<file path="src/rtl/wb_intercon_pkg.sv">
// +----------------------------------------------------------------------+
// | wb_intercon_pkg : shared types/constants for the Wishbone RR intercon |
// | Rev 1.0                                                               |
// +----------------------------------------------------------------------+
`default_nettype none

package wb_intercon_pkg;

  typedef enum logic [1:0] {
    ST_IDLE = 2'd0,
    ST_G0   = 2'd1,
    ST_G1   = 2'd2
  } arb_state_e;

  localparam logic MST0 = 1'b0;
  localparam logic MST1 = 1'b1;

  function automatic int clog2(input int v);
    int r;
    r = 0;
    while ((1 << r) < v) r++;
    return r;
  endfunction

endpackage

`default_nettype wire

</file>
<file path="src/rtl/wb_rr_arbiter2.sv">
// +----------------------------------------------------------------------+
// | wb_rr_arbiter2 : registered two-master round-robin arbiter            |
// | Rev 1.0                                                               |
// +----------------------------------------------------------------------+
`default_nettype none

module wb_rr_arbiter2
  import wb_intercon_pkg::*;
(
  input  logic       clk,
  input  logic       rst,
  input  logic [1:0] req_i,
  output logic [1:0] grant_o
);

  arb_state_e state_q;
  logic       last_q;
  logic [1:0] grant_q;

  always_ff @(posedge clk or negedge rst) begin
    if (!rst) begin
      state_q <= ST_IDLE;
      last_q  <= MST1;
      grant_q <= 2'b00;
    end else begin
      case (state_q)
        ST_IDLE: begin
          // On a collision the master that did not hold the bus last wins
          if (req_i[0] && (!req_i[1] || last_q == MST1)) begin
            state_q <= ST_G0;
            grant_q <= 2'b01;
          end else if (req_i[1]) begin
            state_q <= ST_G1;
            grant_q <= 2'b10;
          end
        end
        ST_G0: begin
          if (!req_i[0]) begin
            last_q <= MST0;
            if (req_i[1]) begin
              state_q <= ST_G1;
              grant_q <= 2'b10;
            end else begin
              state_q <= ST_IDLE;
              grant_q <= 2'b00;
            end
          end
        end
        ST_G1: begin
          if (!req_i[1]) begin
            last_q <= MST1;
            if (req_i[0]) begin
              state_q <= ST_G0;
              grant_q <= 2'b01;
            end else begin
              state_q <= ST_IDLE;
              grant_q <= 2'b00;
            end
          end
        end
        default: begin
          state_q <= ST_IDLE;
          grant_q <= 2'b00;
        end
      endcase
    end
  end

  assign grant_o = grant_q;

endmodule

`default_nettype wire

</file>
<file path="src/rtl/wb_intercon_rr.sv">
// +----------------------------------------------------------------------+
// | wb_intercon_rr : 2-master shared-bus Wishbone intercon with decode,   |
// | unmapped-error, watchdog and error capture.  Rev 1.0                  |
// +----------------------------------------------------------------------+
`default_nettype none

module wb_intercon_rr
  import wb_intercon_pkg::*;
#(
  parameter int          NUM_SLAVES = 8,
  parameter int          DEC_W      = 3,
  parameter logic [15:0] SLAVE_EN   = 16'h001F,
  parameter int          TIMEOUT    = 255
) (
  input  logic                    clk,
  input  logic                    rst,
  input  logic [31:0]             m0_adr_i,
  input  logic [31:0]             m0_dat_i,
  output logic [31:0]             m0_dat_o,
  input  logic [3:0]              m0_sel_i,
  input  logic                    m0_we_i,
  input  logic                    m0_cyc_i,
  input  logic                    m0_stb_i,
  output logic                    m0_ack_o,
  output logic                    m0_err_o,
  input  logic [31:0]             m1_adr_i,
  input  logic [31:0]             m1_dat_i,
  output logic [31:0]             m1_dat_o,
  input  logic [3:0]              m1_sel_i,
  input  logic                    m1_we_i,
  input  logic                    m1_cyc_i,
  input  logic                    m1_stb_i,
  output logic                    m1_ack_o,
  output logic                    m1_err_o,
  output logic [31:0]             s_adr_o,
  output logic [31:0]             s_dat_o,
  output logic [3:0]              s_sel_o,
  output logic                    s_we_o,
  output logic [NUM_SLAVES-1:0]   s_cyc_o,
  output logic [NUM_SLAVES-1:0]   s_stb_o,
  input  logic [32*NUM_SLAVES-1:0] s_dat_i,
  input  logic [NUM_SLAVES-1:0]   s_ack_i,
  output logic [31:0]             err_adr_o,
  output logic [7:0]              err_cnt_o,
  output logic                    timeout_o
);

  localparam int NDEC = 1 << DEC_W;
  localparam int WD_W = clog2(TIMEOUT + 1);

  logic [1:0]       w_gnt;
  logic [31:0]      w_adr;
  logic             w_cyc, w_stb;
  logic [DEC_W-1:0] w_idx;
  logic [NDEC-1:0]  w_map_vec, w_ack_vec;
  logic [31:0]      w_dat_vec [NDEC];
  logic             w_mapped, w_sack, w_ack, w_expire, w_unmap_set, w_err_evt;
  logic [31:0]      w_sdat;

  logic [WD_W-1:0]  wd_q, wd_d;
  logic [1:0]       err_q, err_d;
  logic [31:0]      err_adr_q;
  logic [7:0]       err_cnt_q;

  wb_rr_arbiter2 u_arb (
    .clk     (clk),
    .rst     (rst),
    .req_i   ({m1_cyc_i, m0_cyc_i}),
    .grant_o (w_gnt)
  );

  assign w_adr   = w_gnt[1] ? m1_adr_i : m0_adr_i;
  assign s_adr_o = w_adr;
  assign s_dat_o = w_gnt[1] ? m1_dat_i : m0_dat_i;
  assign s_sel_o = w_gnt[1] ? m1_sel_i : m0_sel_i;
  assign s_we_o  = w_gnt[1] ? m1_we_i  : m0_we_i;
  assign w_cyc   = (w_gnt[0] & m0_cyc_i) | (w_gnt[1] & m1_cyc_i);
  assign w_stb   = (w_gnt[0] & m0_stb_i) | (w_gnt[1] & m1_stb_i);
  assign w_idx   = w_adr[31 -: DEC_W];

  // Widen the slave-side vectors to the full decode space; holes read as unmapped
  for (genvar i = 0; i < NDEC; i++) begin : g_dec
    if (i < NUM_SLAVES) begin : g_port
      assign w_map_vec[i] = SLAVE_EN[i];
      assign w_ack_vec[i] = s_ack_i[i];
      assign w_dat_vec[i] = s_dat_i[32*i +: 32];
    end else begin : g_hole
      assign w_map_vec[i] = 1'b0;
      assign w_ack_vec[i] = 1'b0;
      assign w_dat_vec[i] = 32'h0;
    end
  end

  assign w_mapped    = w_map_vec[w_idx];
  assign w_sack      = w_ack_vec[w_idx] & w_mapped;
  assign w_sdat      = w_dat_vec[w_idx];
  assign w_ack       = w_sack & w_stb;
  assign w_expire    = w_stb & w_mapped & ~w_sack & (wd_q == WD_W'(TIMEOUT));
  assign w_unmap_set = w_stb & ~w_mapped & ~(|(err_q & w_gnt));
  assign w_err_evt   = w_unmap_set | w_expire;
  assign err_d       = w_gnt & {2{w_unmap_set}};
  assign wd_d        = (!w_stb || !w_mapped || w_sack || w_expire) ? '0 : wd_q + 1'b1;

  for (genvar i = 0; i < NUM_SLAVES; i++) begin : g_strobe
    assign s_cyc_o[i] = w_cyc & w_mapped & (w_idx == DEC_W'(i));
    assign s_stb_o[i] = w_stb & w_mapped & (w_idx == DEC_W'(i)) & ~w_expire;
  end

  assign m0_ack_o  = w_gnt[0] & w_ack;
  assign m1_ack_o  = w_gnt[1] & w_ack;
  assign m0_err_o  = err_q[0] | (w_gnt[0] & w_expire);
  assign m1_err_o  = err_q[1] | (w_gnt[1] & w_expire);
  assign m0_dat_o  = w_gnt[0] ? w_sdat : 32'h0;
  assign m1_dat_o  = w_gnt[1] ? w_sdat : 32'h0;
  assign timeout_o = w_expire;
  assign err_adr_o = err_adr_q;
  assign err_cnt_o = err_cnt_q;

  always_ff @(posedge clk or negedge rst) begin
    if (!rst) begin
      wd_q      <= '0;
      err_q     <= 2'b00;
      err_adr_q <= 32'h0;
      err_cnt_q <= 8'h0;
    end else begin
      wd_q  <= wd_d;
      err_q <= err_d;
      if (w_err_evt) begin
        err_adr_q <= w_adr;
        if (err_cnt_q != 8'hFF) err_cnt_q <= err_cnt_q + 8'd1;
      end
    end
  end

endmodule

`default_nettype wire
</file>
<file path="config.mk">
export PLATFORM = sky130hd
export DESIGN_NAME = wb_intercon_rr
export DESIGN_NICKNAME = d
export VERILOG_FILES = /design/src/rtl/wb_intercon_pkg.sv /design/src/rtl/wb_rr_arbiter2.sv /design/src/rtl/wb_intercon_rr.sv
export SDC_FILE = /design/constraint.sdc
export NUM_CORES = 1
export LEC_CHECK = 0
export ABC_AREA = 1
export CAP_MARGIN = 25
export CORE_AREA = 2 2 232 234
export CTS_CLUSTER_DIAMETER = 100
export DETAILED_ROUTE_END_ITERATION = 8
export DIE_AREA = 0 0 234 236
export DONT_BUFFER_PORTS = 1
export PLACE_DENSITY_LB_ADDON = 0.12
export SYNTH_ARGS = -nofsm -noshare
export SYNTH_HDL_FRONTEND = slang
export SYNTH_HIERARCHICAL = 1
export SYNTH_SLANG_ARGS = --single-unit
</file>
<file path="constraint.sdc">
create_clock -name clk -period 2.8 [get_ports clk]
set_clock_uncertainty 0.2 [all_clocks]
set_input_delay 0.14 -clock clk [delete_from_list [all_inputs] [get_ports clk]]
set_output_delay 0.14 -clock clk [all_outputs]
set_load 0.05 [all_outputs]
</file>
# Yosys cells after proc, flatten, opt, wreduce, memory -nomap -nowiden
# Memories as Yosys holds them, arrays and structs flattened.
# Index checks and enable logic that the tools add are counted.
[word_totals]
ff_bits = 53
latchBits = 0
mem_bits_rw = 0
romBits = 8
inputBits = 408
output_inout_bits = 194
elab_cells = 115
n_memories = 1
[mem_list]
columns = ["name", "depth", "word_bits", "rd", "rd_ports_with_merged_regs", "wr", "line", "source"]
rows = [
  ["(name not given)", 8, 1, 1, 0, 0, "wb_intercon_rr.sv:94", "assign w_mapped = w_map_vec[w_idx];"],
]
[op_classes]
addsub = 2
multipliers = 0
div = 0
magnitude_cmp = 2
n_eq_ne = 14
shift = 0
muxes = 23
bitwise = 52
reduce_logical = 15
[op_table]
columns = ["cell", "count"]
rows = [
  ["2-to-1 mux 32 bit", 6],
  ["binary-select mux 32 bit (select 3 bit)", 1],
  ["AND 1 bit", 40],
  ["adder 8 x 1 -> 8 bit, second input constant", 2],
  ["== test 3 bit, second input constant", 4],
  ["2-to-1 mux 2 bit", 5],
  ["== test 8 bit, second input constant", 1],
  ["2-to-1 mux 8 bit", 1],
  ["inequality test 8 bit, second input constant", 1],
  ["== test 3 x 2 -> 1 bit, second input constant", 2],
  ["2-to-1 mux 1 bit", 6],
  ["one-hot mux 2 bit (3 select lines)", 1],
  ["AND reduction 3 bit", 2],
  ["OR 1 bit", 5],
  ["AND 2 bit", 2],
  [">= comparator 4 bit, second input constant", 1],
  ["logical OR 1 bit", 4],
  ["< comparator 3 x 4 -> 1 bit, second input constant", 1],
  ["2-to-1 mux 4 bit", 1],
  ["inequality test 2 bit, second input constant", 2],
  ["inverter 1 bit", 4],
  ["inverter 3 -> 4 bit", 1],
  ["binary-select mux 1 bit (select 3 bit)", 1],
  ["== test 3 x 1 -> 1 bit, second input constant", 1],
  ["11 further kinds", 13],
]

# Longest topological paths before layout
# Gate-level depths: netlist (run 1).
[logic_depth]
depth_word = 9
depth_mapped = 14
depth_no_buf = 13

# Cells and area by module
# The synthesis (run 1) kept the hierarchy.
[by_module_without_submodules]
columns = ["module", "n_inst", "cells_each", "area_per_inst_um2", "seq_area_each_um2"]
rows = [
  ["wb_intercon_rr", 1, 889, 5207.5, 1251.2],
  ["wb_rr_arbiter2", 1, 31, 200.2, 76.3],
]

# Worst setup path before layout (run 1)
# No wires, ideal clock.
[synth_timing]
path_kind = "reg-to-output"
startpoint = "register u_arb.grant_q[1], in the netlist u_arb/grant_o[1]"
endpoint = "output m1_err_o"
arrival_ns = 2.763
required_time_ns = 2.460
setup_slack_ns = -0.303
stages_incl_launch_ff = 10
path_buffers = 1
path_cell_list = "dfrtp_1 -> buf_4 -> inv_4 -> nand2_1 -> nand2_1 -> nor2_1 -> nor2_1 -> nor2_2 -> nand4_4 -> o21ai_0"
[synth_between]
elab_chain_cells = 9
word_cells_on_any_way = 14
cone_classes = "mux: 4; bitwise: 9; memory: 1"
[synth_lines]
columns = ["element", "line", "source"]
rows = [
  ["start: declaration", "wb_rr_arbiter2.sv:18", "logic [1:0] grant_q;"],
  ["start signal: assignment", "wb_rr_arbiter2.sv:24", "grant_q <= 2'b00;"],
  ["start signal: assignment", "wb_rr_arbiter2.sv:31", "grant_q <= 2'b01;"],
  ["start signal: assignment", "wb_rr_arbiter2.sv:34", "grant_q <= 2'b10;"],
  ["2-to-1 mux 32 bit (*)", "wb_intercon_rr.sv:72", "assign w_adr = w_gnt[1] ? m1_adr_i : m0_adr_i;"],
  ["named net s_adr_o[30]", "wb_intercon_rr.sv:35", "output logic [31:0] s_adr_o,"],
  ["memory (8 x 1 bit) / binary-select mux 1 bit (select 3 bit) (equally long branches)", "--", ""],
  ["2-to-1 mux 1 bit (on tied branches)", "wb_intercon_rr.sv:94, wb_intercon_rr.sv:95", ""],
  ["AND 1 bit", "wb_intercon_rr.sv:95", "assign w_sack = w_ack_vec[w_idx] & w_mapped;"],
  ["inverter 1 bit", "wb_intercon_rr.sv:98", "assign w_expire = w_stb & w_mapped & ~w_sack & (wd_q == WD_W'(TIMEOUT));"],
  ["AND 1 bit (*) (2 in a row)", "wb_intercon_rr.sv:98", ""],
  ["AND 1 bit (*)", "wb_intercon_rr.sv:112", "assign m1_err_o = err_q[1] | (w_gnt[1] & w_expire);"],
  ["OR 1 bit (*)", "wb_intercon_rr.sv:112", ""],
  ["end: declaration", "wb_intercon_rr.sv:34", "output logic m1_err_o,"],
]
# Mark *: on every way through the listed nets, which the timed path passes. The rest lies on a longest branch. The select of a mux whose other input is x is not followed.

# Worst setup path in the final report (run 1)
[layout_timing]
startpoint = "register u_arb.grant_q[1], in the netlist u_arb/grant_o[1]"
endpoint = "output m1_dat_o[31]"
[layout_between]
elab_chain_cells = 6
[layout_lines]
columns = ["element", "line", "source"]
rows = [
  ["2-to-1 mux 32 bit", "wb_intercon_rr.sv:72", ""],
  ["inverter 3 -> 4 bit (not written as such)", "wb_intercon_rr.sv:96", "assign w_sdat = w_dat_vec[w_idx];"],
  ["binary-select mux 32 bit (select 3 bit)", "wb_intercon_rr.sv:96", ""],
  ["2-to-1 mux 32 bit (not written as such) (2 in a row)", "wb_intercon_rr.sv:96", ""],
  ["2-to-1 mux 32 bit (*)", "wb_intercon_rr.sv:114", "assign m1_dat_o = w_gnt[1] ? w_sdat : 32'h0;"],
  ["end: declaration", "wb_intercon_rr.sv:28", "output logic [31:0] m1_dat_o,"],
]
# Mark *: on every way between the ends. The rest lies on a longest branch, timed or not. The select of a mux whose other input is x is not followed.

==> summary.txt, run 1 <==
Outcome
  – Run status: complete, no violations

Clock tree
  – CTS Buffer Depth: 2
  – Count of H-tree levels built during CTS: 2
  – Clock latency reported for the late side of the worst-skew pair: between 0.3 and 0.4 ns
  – CTS sink count: 53
  – Clock slew at reported path FFs: approximately 0.070 ns
  – Cell at the root of the clock tree: clkbuf_16
  – CTS tree: yes
  – Clock buffers created by TritonCTS: 5

Synthesis
  – Syn Area/Cell: ~5.9 sq um
  – Most frequently used cell type in the post-synthesis netlist: nand2_1
  – Part of the Yosys area used for sequential elements: 0.245
  – Count of mapped cells out of synthesis: 920
  – Post-Syn Area: ~5400 sq um
  – Async set-reset flop share out of synthesis: 1.00
  – Number of warnings printed during yosys synthesis: 6
  – Multiplexer share of the synthesized area: 0
  – Number of synthesized flops with an enable pin: 0
  – Adder-cell area share of the yosys netlist: 0.00463
  – Post-synthesis compound-gate area fraction: 0.194
  – Area fraction of the dominant cell type after synthesis: 0.251
  – Simple-gate portion of the synthesized area: 0.447
  – Distinct cells, synth: 39
  – Xor/xnor cell area share of the yosys netlist: 0.0146
  – Main combinational cell family by area after synthesis: simple AND/OR/NAND/NOR gates
  – Primary flip-flop cell chosen by synthesis mapping: dfrtp_1
  – Synth top area cells: nand2_1 (25%), dfrtp_1 (24%), o22ai_1 (11%), nor2_1 (6.2%), or2_2 (5.4%)
  – Post-synthesis sequential element count: 53
  – Leading cell types by count after synthesis: nand2_1 (361), o22ai_1 (96), nor2_1 (89)
  – Cell type with the largest total area after synthesis: nand2_1

Route
  – Violation count after the first detailed-routing iteration: approximately 320
  – Post-detailed-route via-to-cell ratio: roughly 4
  – Total Wirelength: about 40000 microns
  – Total DRC errors in the routed layout: 0
  – Number of antenna-violating nets in the routed design: 0
  – WL/cell: 21.8 microns
  – Via Count: 7321
  – Detailed Routing Iterations Pass 1: 4

Critical path
  – Reg-to-reg setup timing slack: around 0.27 ns
  – Kind of end point of the critical path: primary output
  – Classification of the worst setup path: flip-flop to primary output
  – Biggest fanout along the worst timing path: 7
  – Arrival time at the worst endpoint: about 2.4 ns
  – Data required, critical path: approximately 2.5 ns
  – Sort of element at the start of the critical path: flip-flop

Flow run
  – Count of max-cap constraint violations: 0

Global route
  – Maximum number of pins on one net before global-route repair: 92
  – Vias in the first global route: between 7000 and 8000
  – Initial antenna violation count: 17
  – First-pass GRT wire length: a little over 50000 microns
  – GRT Overall Usage: 0.130
  – Remaining global-route overflow: 0

Timing
  – Max Clock Freq: about 370 MHz
  – Final Hold Violating Endpoints: 0
  – Portion of the clock cycle consumed by the worst path in the final layout: 0.967
  – Final number of max-transition violations: 0
  – Accumulated negative setup slack: 0 ns
  – RSZ-0062 raised after global routing: yes
  – Transition at the pin with the smallest max-transition slack: between 0.7 and 0.8 ns
  – Worst slew margin relative to its limit: 0.477
  – Final critical-path required period: 2.71 ns
  – Setup violation total in the final timing report: 0

Final layout
  – Number of nets in the final layout: between 1500 and 2000
  – Share of final-layout standard cells stronger than drive strength 1: 0.276
  – Utilization after layout: 0.176
  – Layout area overhead: 73.1%
  – Layout filler cell count: a little over 6000

Placement
  – HPWL Detailed: 30400 microns
  – Final weighted congestion of routability-driven global placement: 0.793
  – Port-buffer cells: 0

Die
  – Horizontal die dimension: around 230 microns
  – IO Pins: about 600
  – Core box area: 53100 sq um
  – Height of the die: around 240 microns
  – Effective utilization at floorplan: 0.102
  – Row Count: 85
  – Overall die area: around 55000 sq um

Power and ir drop
  – Peak supply drop: a little over 0.0005 V
  – Proportion of power drawn by the clock network: 0.049
  – Sw Share: 0.624
  – Switching pwr: between 8 and 9 mW
  – Power density relative to cell area: ~1500 nW/um^2
  – Post-layout power: 13.9 mW
  – Logic gate share of total power: 0.810
  – Leakage component of the power: 4.36 nW
  – Register share of total power: 0.142
  – Int Pwr: 5.23 mW

Min path
  – Path category of the worst min-delay check: primary input to flip-flop
-- timing repair --
action | 4_1_cts | 5_1_grt
gates resized for setup | 15 | 54
endpoints found under the setup margin | 72 | 68
endpoints found under the hold margin | 83 | 0
hold buffers | 58 | 0
gates cloned | 1 | 6
pin swaps | 1 | 6
buffers inserted | 3 | 9
-- through the flow --
| step | cell area [sq um] | hold slack [ns] | cells | setup slack (ns) |
|---|---|---|---|---|
| floorplan | 5440 | -0.356 | 925 | -0.219 |
| global placement | 8060 | -0.353 | 1739 | 0.0956 |
| detailed placement | 8060 | -0.353 | 1739 | 0.0676 |
| CTS | 8900 | 0.0235 | 1809 | -0.0560 |
| global route | 9360 | 0.0463 | 1835 | -0.0694 |
| finish | 9360 | 0.0225 | 1837 | 0.0918 |
-- per-layer routing --
metal | vias to the layer above | global-route usage | part of all wire
met2 | 358 | 0.240 | 0.53
met4 | 4 | 0.0587 | 0.035
met5 | - | 0 | 0.00055
li1 | 3490 | - | -
met1 | 3413 | 0.135 | 0.37
met3 | 56 | 0.0351 | 0.071
-- cell type report --
class	count	area (sq um)	share of cell area
timing repair buffer	270	3100	0.331
tap	696	871	0.0930
clock buffer	8	146	0.0156
antenna	12	30.0	0.00321
multi-input combinational	762	3740	0.400
sequential	53	1330	0.142
inverter	36	148	0.0158
-- kinds of logic (layout without fill, tap and decap cells) --
group,count (synthesis),count (layout)
adders and majority gates,2,2
DFF,53,53
buffers and inverters,110,314
xor gates and xnor gates,9,9
and+or+nand+nor,575,575
other,1,18
AOI/OAI and AO/OA,170,170
-- critical path, cell delays in order (launching register included) --
cell	delay, ns
dfrtp_2	0.46
inv_4	0.09
nand2_1	0.09
nand2_4	0.11
buf_4	0.12
nor2_4	0.04
inv_6	0.13
buf_12	0.15
buf_4	0.15
o22ai_1	0.07
o21ai_0	0.15
nand2_1	0.17
nor2_2	0.16
buf_6	0.17
-- power by group through the flow --
stage	registers, mW	clock network [mW]	logic (mW)
final	1.97	0.675	11.2
after global routing	2.02	0.736	12.0
after CTS	1.99	0.720	10.8
after detailed placement	2.00	0	10.4
after global placement	2.02	0	10.4
after floorplan	1.98	0	6.40
-- layout by cell type (no fill, tap or decap), drive strengths merged, types with 12 or more instances in the layout --
cell type	netlist	final
o22ai	96	96
nand2	365	365
o21ai	52	52
clkbuf	31	14
o2111ai	16	16
dlygate4sd3	0	57
buf	43	207
or2	49	49
nor2	91	91
inv	35	35
dfrtp	52	52
diode	0	12
nand3	57	57
-- registers in the layout, indices dropped and copies added (netlist names) --
register       cells
err_cnt_o          8
wd_q               8
err_adr_o         32
err_q              2
u_arb/last_q       1
u_arb/grant_o      2
-- path summary, 6_finish.rpt --
path / start / to / cells past startpoint
max in group asynchronous: rst / u_arb/last_q / 2
min: m0_adr_i[26] / err_adr_o[26] / 4
max reg2reg: u_arb/grant_o[1] / err_cnt_o[4] / 13
min in group asynchronous: rst / err_adr_o[15] / 2
max: u_arb/grant_o[1] / m1_dat_o[31] / 13
min reg2reg: wd_q[0] / wd_q[0] / 1
(Power assumes the default switching activity.)
==> inputs of run 2 (changes only) <==
==> constraint.sdc (replaced) <==
create_clock -name clk -period 2.8 [get_ports clk]
set_clock_uncertainty 0.2 [all_clocks]
set_input_delay 0.7 -clock clk [delete_from_list [all_inputs] [get_ports clk]]
set_output_delay 0.7 -clock clk [all_outputs]
set_load 0.05 [all_outputs]
==> summary.txt, run 2 (synthesized netlist as in run 1, its figures left out) <==
Outcome
  – Run status: complete, but fails checks
  – Violated checks: negative setup slack

Route
  – Via Count: 7431 (+1.5%)
  – WL/cell: 22.3 microns (+2.4%)
  – Total Wirelength: 40700 microns (+1.5%)
  – Number of antenna-violating nets in the routed design: 0 (unchanged)
  – Total DRC errors in the routed layout: 0 (unchanged)
  – Post-detailed-route via-to-cell ratio: 4.08 (+2.3%)
  – Violation count after the first detailed-routing iteration: 279 (-12%)
  – Detailed Routing Iterations Pass 1: 4 (unchanged)

Timing
  – Max Clock Freq: 296 MHz (-20%)
  – Setup violation total in the final timing report: 79 (+79)
  – Accumulated negative setup slack: -37.39 ns (-37.39 ns)
  – PnR worst setup slack: -0.580 ns (-0.672 ns)
  – Final Hold Violating Endpoints: 0 (unchanged)
  – Final number of max-transition violations: 0 (unchanged)
  – Final-layout worst hold slack: 0.0509 ns (+0.0284 ns)
  – RSZ-0062 raised after global routing: yes
  – Worst slew margin relative to its limit: 0.469 (-0.00840)
  – Portion of the clock cycle consumed by the worst path in the final layout: 1.21 (+0.240)
  – Transition at the pin with the smallest max-transition slack: 0.797 ns (+0.0126 ns)
  – Final critical-path required period: 3.38 ns (+0.672 ns)

Power and ir drop
  – Int Pwr: 7.49 mW (+43%)
  – Switching pwr: 10.2 mW (+18%)
  – Logic gate share of total power: 0.848 (+0.038)
  – Leakage component of the power: 4.89 nW (+12%)
  – Power density relative to cell area: 1530 nW/um^2 (+2.8%)
  – Sw Share: 0.577 (-0.0468)
  – Peak supply drop: 0.000583 V (+13%)
  – Register share of total power: 0.112 (-0.030)
  – Proportion of power drawn by the clock network: 0.040 (-0.009)

Final layout
  – Share of final-layout standard cells stronger than drive strength 1: 0.503 (+0.227)
  – Commonest non-fill, non-tap cells in the layout: nand2_1 (295), buf_12 (130), buf_4 (90)
  – Cell area after layout: 11600 sq um (+24%)
  – Number of flip-flops in the largest register: 32 (unchanged)
  – Leading cell type in the layout, fill and taps excluded: nand2_1
  – Number of nets in the final layout: 1526 (-0.78%)
  – Layout area overhead: 115%
  – Number of standard cells in the layout, taps in and fillers out: 1822 (-0.82%)

Global route
  – Vias in the first global route: 7247 (+0.11%)
  – First-pass GRT wire length: 52300 microns (+1.3%)
  – Initial antenna violation count: 16 (-1)
  – Maximum number of pins on one net before global-route repair: 71 (-23%)
  – GRT Overall Usage: 0.133 (+0.00291)
  – Remaining global-route overflow: 0 (unchanged)

Critical path
  – Biggest fanout along the worst timing path: 10 (+3)
  – Data required, critical path: 1.90 ns (-0.56 ns)
  – Kind of end point of the critical path: primary output
  – Classification of the worst setup path: flip-flop to primary output
  – Sort of element at the start of the critical path: flip-flop
  – Arrival time at the worst endpoint: 2.48 ns (+0.11 ns)

Clock tree
  – CTS sink count: 53 (unchanged)
  – Clock slew at reported path FFs: 0.07 ns (about the same)
  – Clock latency reported for the late side of the worst-skew pair: 0.30 ns (about the same)
  – CTS Buffer Depth: 2 (unchanged)
  – Count of H-tree levels built during CTS: 2 (unchanged)
  – Cell at the root of the clock tree: clkbuf_16
  – Clock buffers created by TritonCTS: 5 (unchanged)
  – CTS tree: yes

Placement
  – Port-buffer cells: 0 (unchanged)
  – Placed Cells incl. Taps: 1770 (+1.8%)
  – Final weighted congestion of routability-driven global placement: 0.789 (-0.50%)
  – HPWL Detailed: 31600 microns (+4.1%)
  – Placed cell areas: 9880 sq um (+23%)
  – Worst setup timing slack at the placement stage: -0.479 ns (-0.546 ns)

Die
  – Row Count: 85 (unchanged)
  – IO Pins: 602 (unchanged)
  – Horizontal die dimension: 234 microns (unchanged)
  – Core box area: 53100 sq um (unchanged)
  – Overall die area: 55200 sq um (unchanged)
  – Height of the die: 236 microns (unchanged)
  – Effective utilization at floorplan: 0.102 (unchanged)

Flow run
  – Count of max-cap constraint violations: 0 (unchanged)

Min path
  – Path category of the worst min-delay check: primary input to asynchronous set/reset pin
run 2: power groups by stage:
| stage | Clock [mW] | Sequential, mW | Combinational (mW) |
|---|---|---|---|
| 3_3_place_gp | 0 | 2.03 | 13.4 |
| 4_1_cts | 0.752 | 2.00 | 14.3 |
| 6_report | 0.704 | 1.98 | 15.0 |
| 2_1_floorplan | 0 | 1.99 | 7.79 |
| 3_5_place_dp | 0 | 2.01 | 13.3 |
| 5_1_grt | 0.760 | 2.03 | 15.8 |
run 2: path summary, 6_finish.rpt:
path,from,to,slack (ns),cells past startpoint
max,u_arb/grant_o[1],m1_dat_o[22],-0.58,13
min,rst,u_arb/last_q,0.05,0
max reg2reg,u_arb/grant_o[1],err_cnt_o[6],0.13,19
min reg2reg,u_arb/last_q,u_arb/last_q,0.29,2
max in group asynchronous,rst,u_arb/grant_o[1],2.05,1
min in group clk,m1_cyc_i,u_arb/last_q,0.27,1
run 2: final cells by class:
type	count	area, sq um
antenna	9	22.5
multi-input combinational	762	5090
tap	696	871
clock inverter	1	8.76
clock buffer	7	153
inverter	36	193
fill	5794	41500
sequential	53	1330
timing repair buffer	258	3940
run 2: critical path, stage by stage, from the launching register on:
cell	delay, ns
dfrtp_4	0.54
buf_6	0.16
nand2_8	0.06
nand2_8	0.08
buf_4	0.15
nor2_4	0.15
inv_6	0.08
buf_12	0.16
buf_4	0.15
o22ai_1	0.14
o21ai_1	0.10
nand2_2	0.15
nor2_4	0.06
buf_12	0.18
run 2: metrics by stage:
stage,util,power (mW)
after floorplan,-,9.78
after CTS,0.202,17.0
final,0.219,17.7
after global routing,0.219,18.6
after detailed placement,0.186,15.3
after global placement,0.186,15.4
run 2: layer usage:
| layer | up-vias | share of wire | global-route usage |
|---|---|---|---|
| li1 | 3458 | - | - |
| met1 | 3455 | 0.33 | 0.129 |
| met2 | 446 | 0.55 | 0.261 |
| met3 | 68 | 0.080 | 0.0297 |
| met4 | 4 | 0.042 | 0.0575 |
| met5 | - | 0.00049 | 0.00714 |
run 2: repair_timing:
action / 4_1_cts / 5_1_grt
pin swaps: 47 / 54
buffers inserted: 13 / 11
endpoints found under the setup margin: 149 / 168
hold buffers: 1 / 0
hold endpoints to repair: 52 / 0
gates cloned: 5 / 7
resized for setup: 99 / 127
==> inputs of run 3 (changes only) <==
- HOLD_SLACK_MARGIN: default -> 0.15
==> summary.txt, run 3 (synthesized netlist as in run 1, its figures left out) <==
Clock tree
  – CTS tree: yes
  – CTS Buffer Depth: 2 (unchanged)
  – CTS sink count: 53 (unchanged)
  – Clock slew at reported path FFs: 0.07 ns (about the same)
  – Clock latency reported for the late side of the worst-skew pair: 0.30 ns (about the same)
  – Cell at the root of the clock tree: clkbuf_16
  – Clock buffers created by TritonCTS: 5 (unchanged)
  – Count of H-tree levels built during CTS: 2 (unchanged)

Timing
  – Final-layout worst hold slack: 0.274 ns (+0.223 ns)
  – PnR worst setup slack: -0.583 ns (-0.00293 ns)
  – Worst slew margin relative to its limit: 0.469 (about the same)
  – Setup violation total in the final timing report: 79 (unchanged)
  – Max Clock Freq: 296 MHz (about the same)
  – Final number of max-transition violations: 0 (unchanged)
  – Transition at the pin with the smallest max-transition slack: 0.796 ns (-0.000582 ns)
  – Accumulated negative setup slack: -37.42 ns (-0.0296 ns)
  – Final Hold Violating Endpoints: 0 (unchanged)
  – Final critical-path required period: 3.38 ns (+0.00293 ns)
  – RSZ-0062 raised after global routing: yes
  – Portion of the clock cycle consumed by the worst path in the final layout: 1.21 (about the same)

Final layout
  – Leading cell type in the layout, fill and taps excluded: nand2_1
  – Number of standard cells in the layout, taps in and fillers out: 1823 (+0.055%)
  – Layout area overhead: 115% (about the same)
  – Number of flip-flops in the largest register: 32 (unchanged)
  – Utilization after layout: 0.219 (about the same)
  – Cell area after layout: 11600 sq um (about the same)
  – Commonest non-fill, non-tap cells in the layout: nand2_1 (295), buf_12 (130), buf_4 (90)
  – Share of final-layout standard cells stronger than drive strength 1: 0.503 (about the same)
  – Layout filler cell count: 5795 (+0.017%)
  – Number of nets in the final layout: 1527 (+0.066%)

Placement
  – Placed cell areas: 9880 sq um (unchanged)
  – Final weighted congestion of routability-driven global placement: 0.789 (unchanged)
  – HPWL Detailed: 31600 microns (unchanged)
  – Port-buffer cells: 0 (unchanged)
  – Placed Cells incl. Taps: 1770 (unchanged)
  – Worst setup timing slack at the placement stage: -0.479 ns (unchanged)

Critical path
  – Launching point of the worst reg2reg path: u_arb/grant_o[1]
  – Reg-to-reg setup timing slack: 0.13 ns (about the same)
  – Kind of end point of the critical path: primary output
  – Biggest fanout along the worst timing path: 10 (unchanged)
  – Reg2Reg Capture Point: err_cnt_o[6]
  – Depth of the most critical reg-to-reg path: 19 (unchanged)
  – Arrival time at the worst endpoint: 2.48 ns (about the same)
  – Data required, critical path: 1.90 ns (about the same)
  – Classification of the worst setup path: flip-flop to primary output
  – Critical Path Start: u_arb/grant_o[1]
  – Sort of element at the start of the critical path: flip-flop

Min path
  – Hold Crit Start: m1_cyc_i
  – Worst Hold Depth: 1
  – Path category of the worst min-delay check: primary input to flip-flop
  – Endpoint with the worst hold slack: u_arb/last_q

Route
  – Post-detailed-route via-to-cell ratio: 4.08 (about the same)
  – Total Wirelength: 40600 microns (-0.23%)
  – Via Count: 7432 (+0.013%)
  – WL/cell: 22.3 microns (-0.28%)
  – Detailed Routing Iterations Pass 1: 4 (unchanged)
  – Violation count after the first detailed-routing iteration: 268 (-3.9%)
  – Total DRC errors in the routed layout: 0 (unchanged)
  – Number of antenna-violating nets in the routed design: 0 (unchanged)

Power and ir drop
  – Power density relative to cell area: 1530 nW/um^2 (about the same)
  – Post-layout power: 17.7 mW (about the same)
  – Leakage component of the power: 4.89 nW (about the same)
  – Peak supply drop: 0.000585 V (+0.37%)

Global route
  – GRT Overall Usage: 0.132 (-0.000457)
  – Maximum number of pins on one net before global-route repair: 71 (unchanged)
  – Vias in the first global route: 7247 (unchanged)
  – First-pass GRT wire length: 52200 microns (-0.26%)
  – Remaining global-route overflow: 0 (unchanged)
  – Initial antenna violation count: 16 (unchanged)

Die
  – Core box area: 53100 sq um (unchanged)
  – Horizontal die dimension: 234 microns (unchanged)
  – Row Count: 85 (unchanged)
  – Effective utilization at floorplan: 0.102 (unchanged)
  – Height of the die: 236 microns (unchanged)
  – Overall die area: 55200 sq um (unchanged)
  – IO Pins: 602 (unchanged)

Flow run
  – Count of max-cap constraint violations: 0 (unchanged)

Outcome
  – Violated checks: negative setup slack
  – Run status: complete, but fails checks
[run 3: critical path, cell delays in order (launching register included)]
cell     delay, ns
dfrtp_4       0.54
buf_6         0.16
nand2_8       0.06
nand2_8       0.08
buf_4         0.15
nor2_4        0.15
inv_6         0.08
buf_12        0.16
buf_4         0.15
o22ai_1       0.14
o21ai_1       0.10
nand2_2       0.15
nor2_4        0.06
buf_12        0.18
[run 3: power breakdown]
part	internal, mW	switching, mW	total (mW)	leakage, nW
Combinational	6.09	8.94	15.0	4.13
Clock	0.386	0.318	0.704	0.0806
Sequential	1.02	0.962	1.98	0.687
[run 3: worst max path at each step]
| stage | endpoint | slack (ns) | depth (start not counted) |
|---|---|---|---|
| final | m1_dat_o[22] | -0.58 | 13 |
| after global placement | m0_dat_o[16] | -0.48 | 11 |
| after floorplan | s_stb_o[0] | -0.05 | 10 |
| after detailed placement | m0_dat_o[16] | -0.48 | 11 |
| after CTS | m1_dat_o[0] | -0.59 | 14 |
| after global routing | m1_dat_o[30] | -0.68 | 14 |
[run 3: layer usage]
layer	share of wire	wire length (microns)	global-route usage
met4	0.044	1770	0.0575
met3	0.079	3190	0.0296
met2	0.55	22100	0.260
met5	0.00059	24	0.00714
met1	0.33	13500	0.128
[run 3: cell type report]
| type | instances | area, sq um | share of cell area |
|---|---|---|---|
| multi-input combinational | 762 | 5090 | 0.438 |
| tap | 696 | 871 | 0.0750 |
| timing repair buffer | 259 | 3950 | 0.340 |
| inverter | 36 | 193 | 0.0166 |
| sequential | 53 | 1330 | 0.115 |
| antenna | 9 | 22.5 | 0.00194 |
| clock buffer | 7 | 153 | 0.0131 |
| clock inverter | 1 | 8.76 | 0.000754 |
[run 3: timing repair]
item                                    4_1_cts  5_1_grt
hold endpoints to repair                     53        0
pin swaps                                    47       54
buffers inserted                             13       11
gates cloned                                  5        7
gates resized for setup                      99      127
hold buffers                                  2        0
endpoints found under the setup margin      149      168
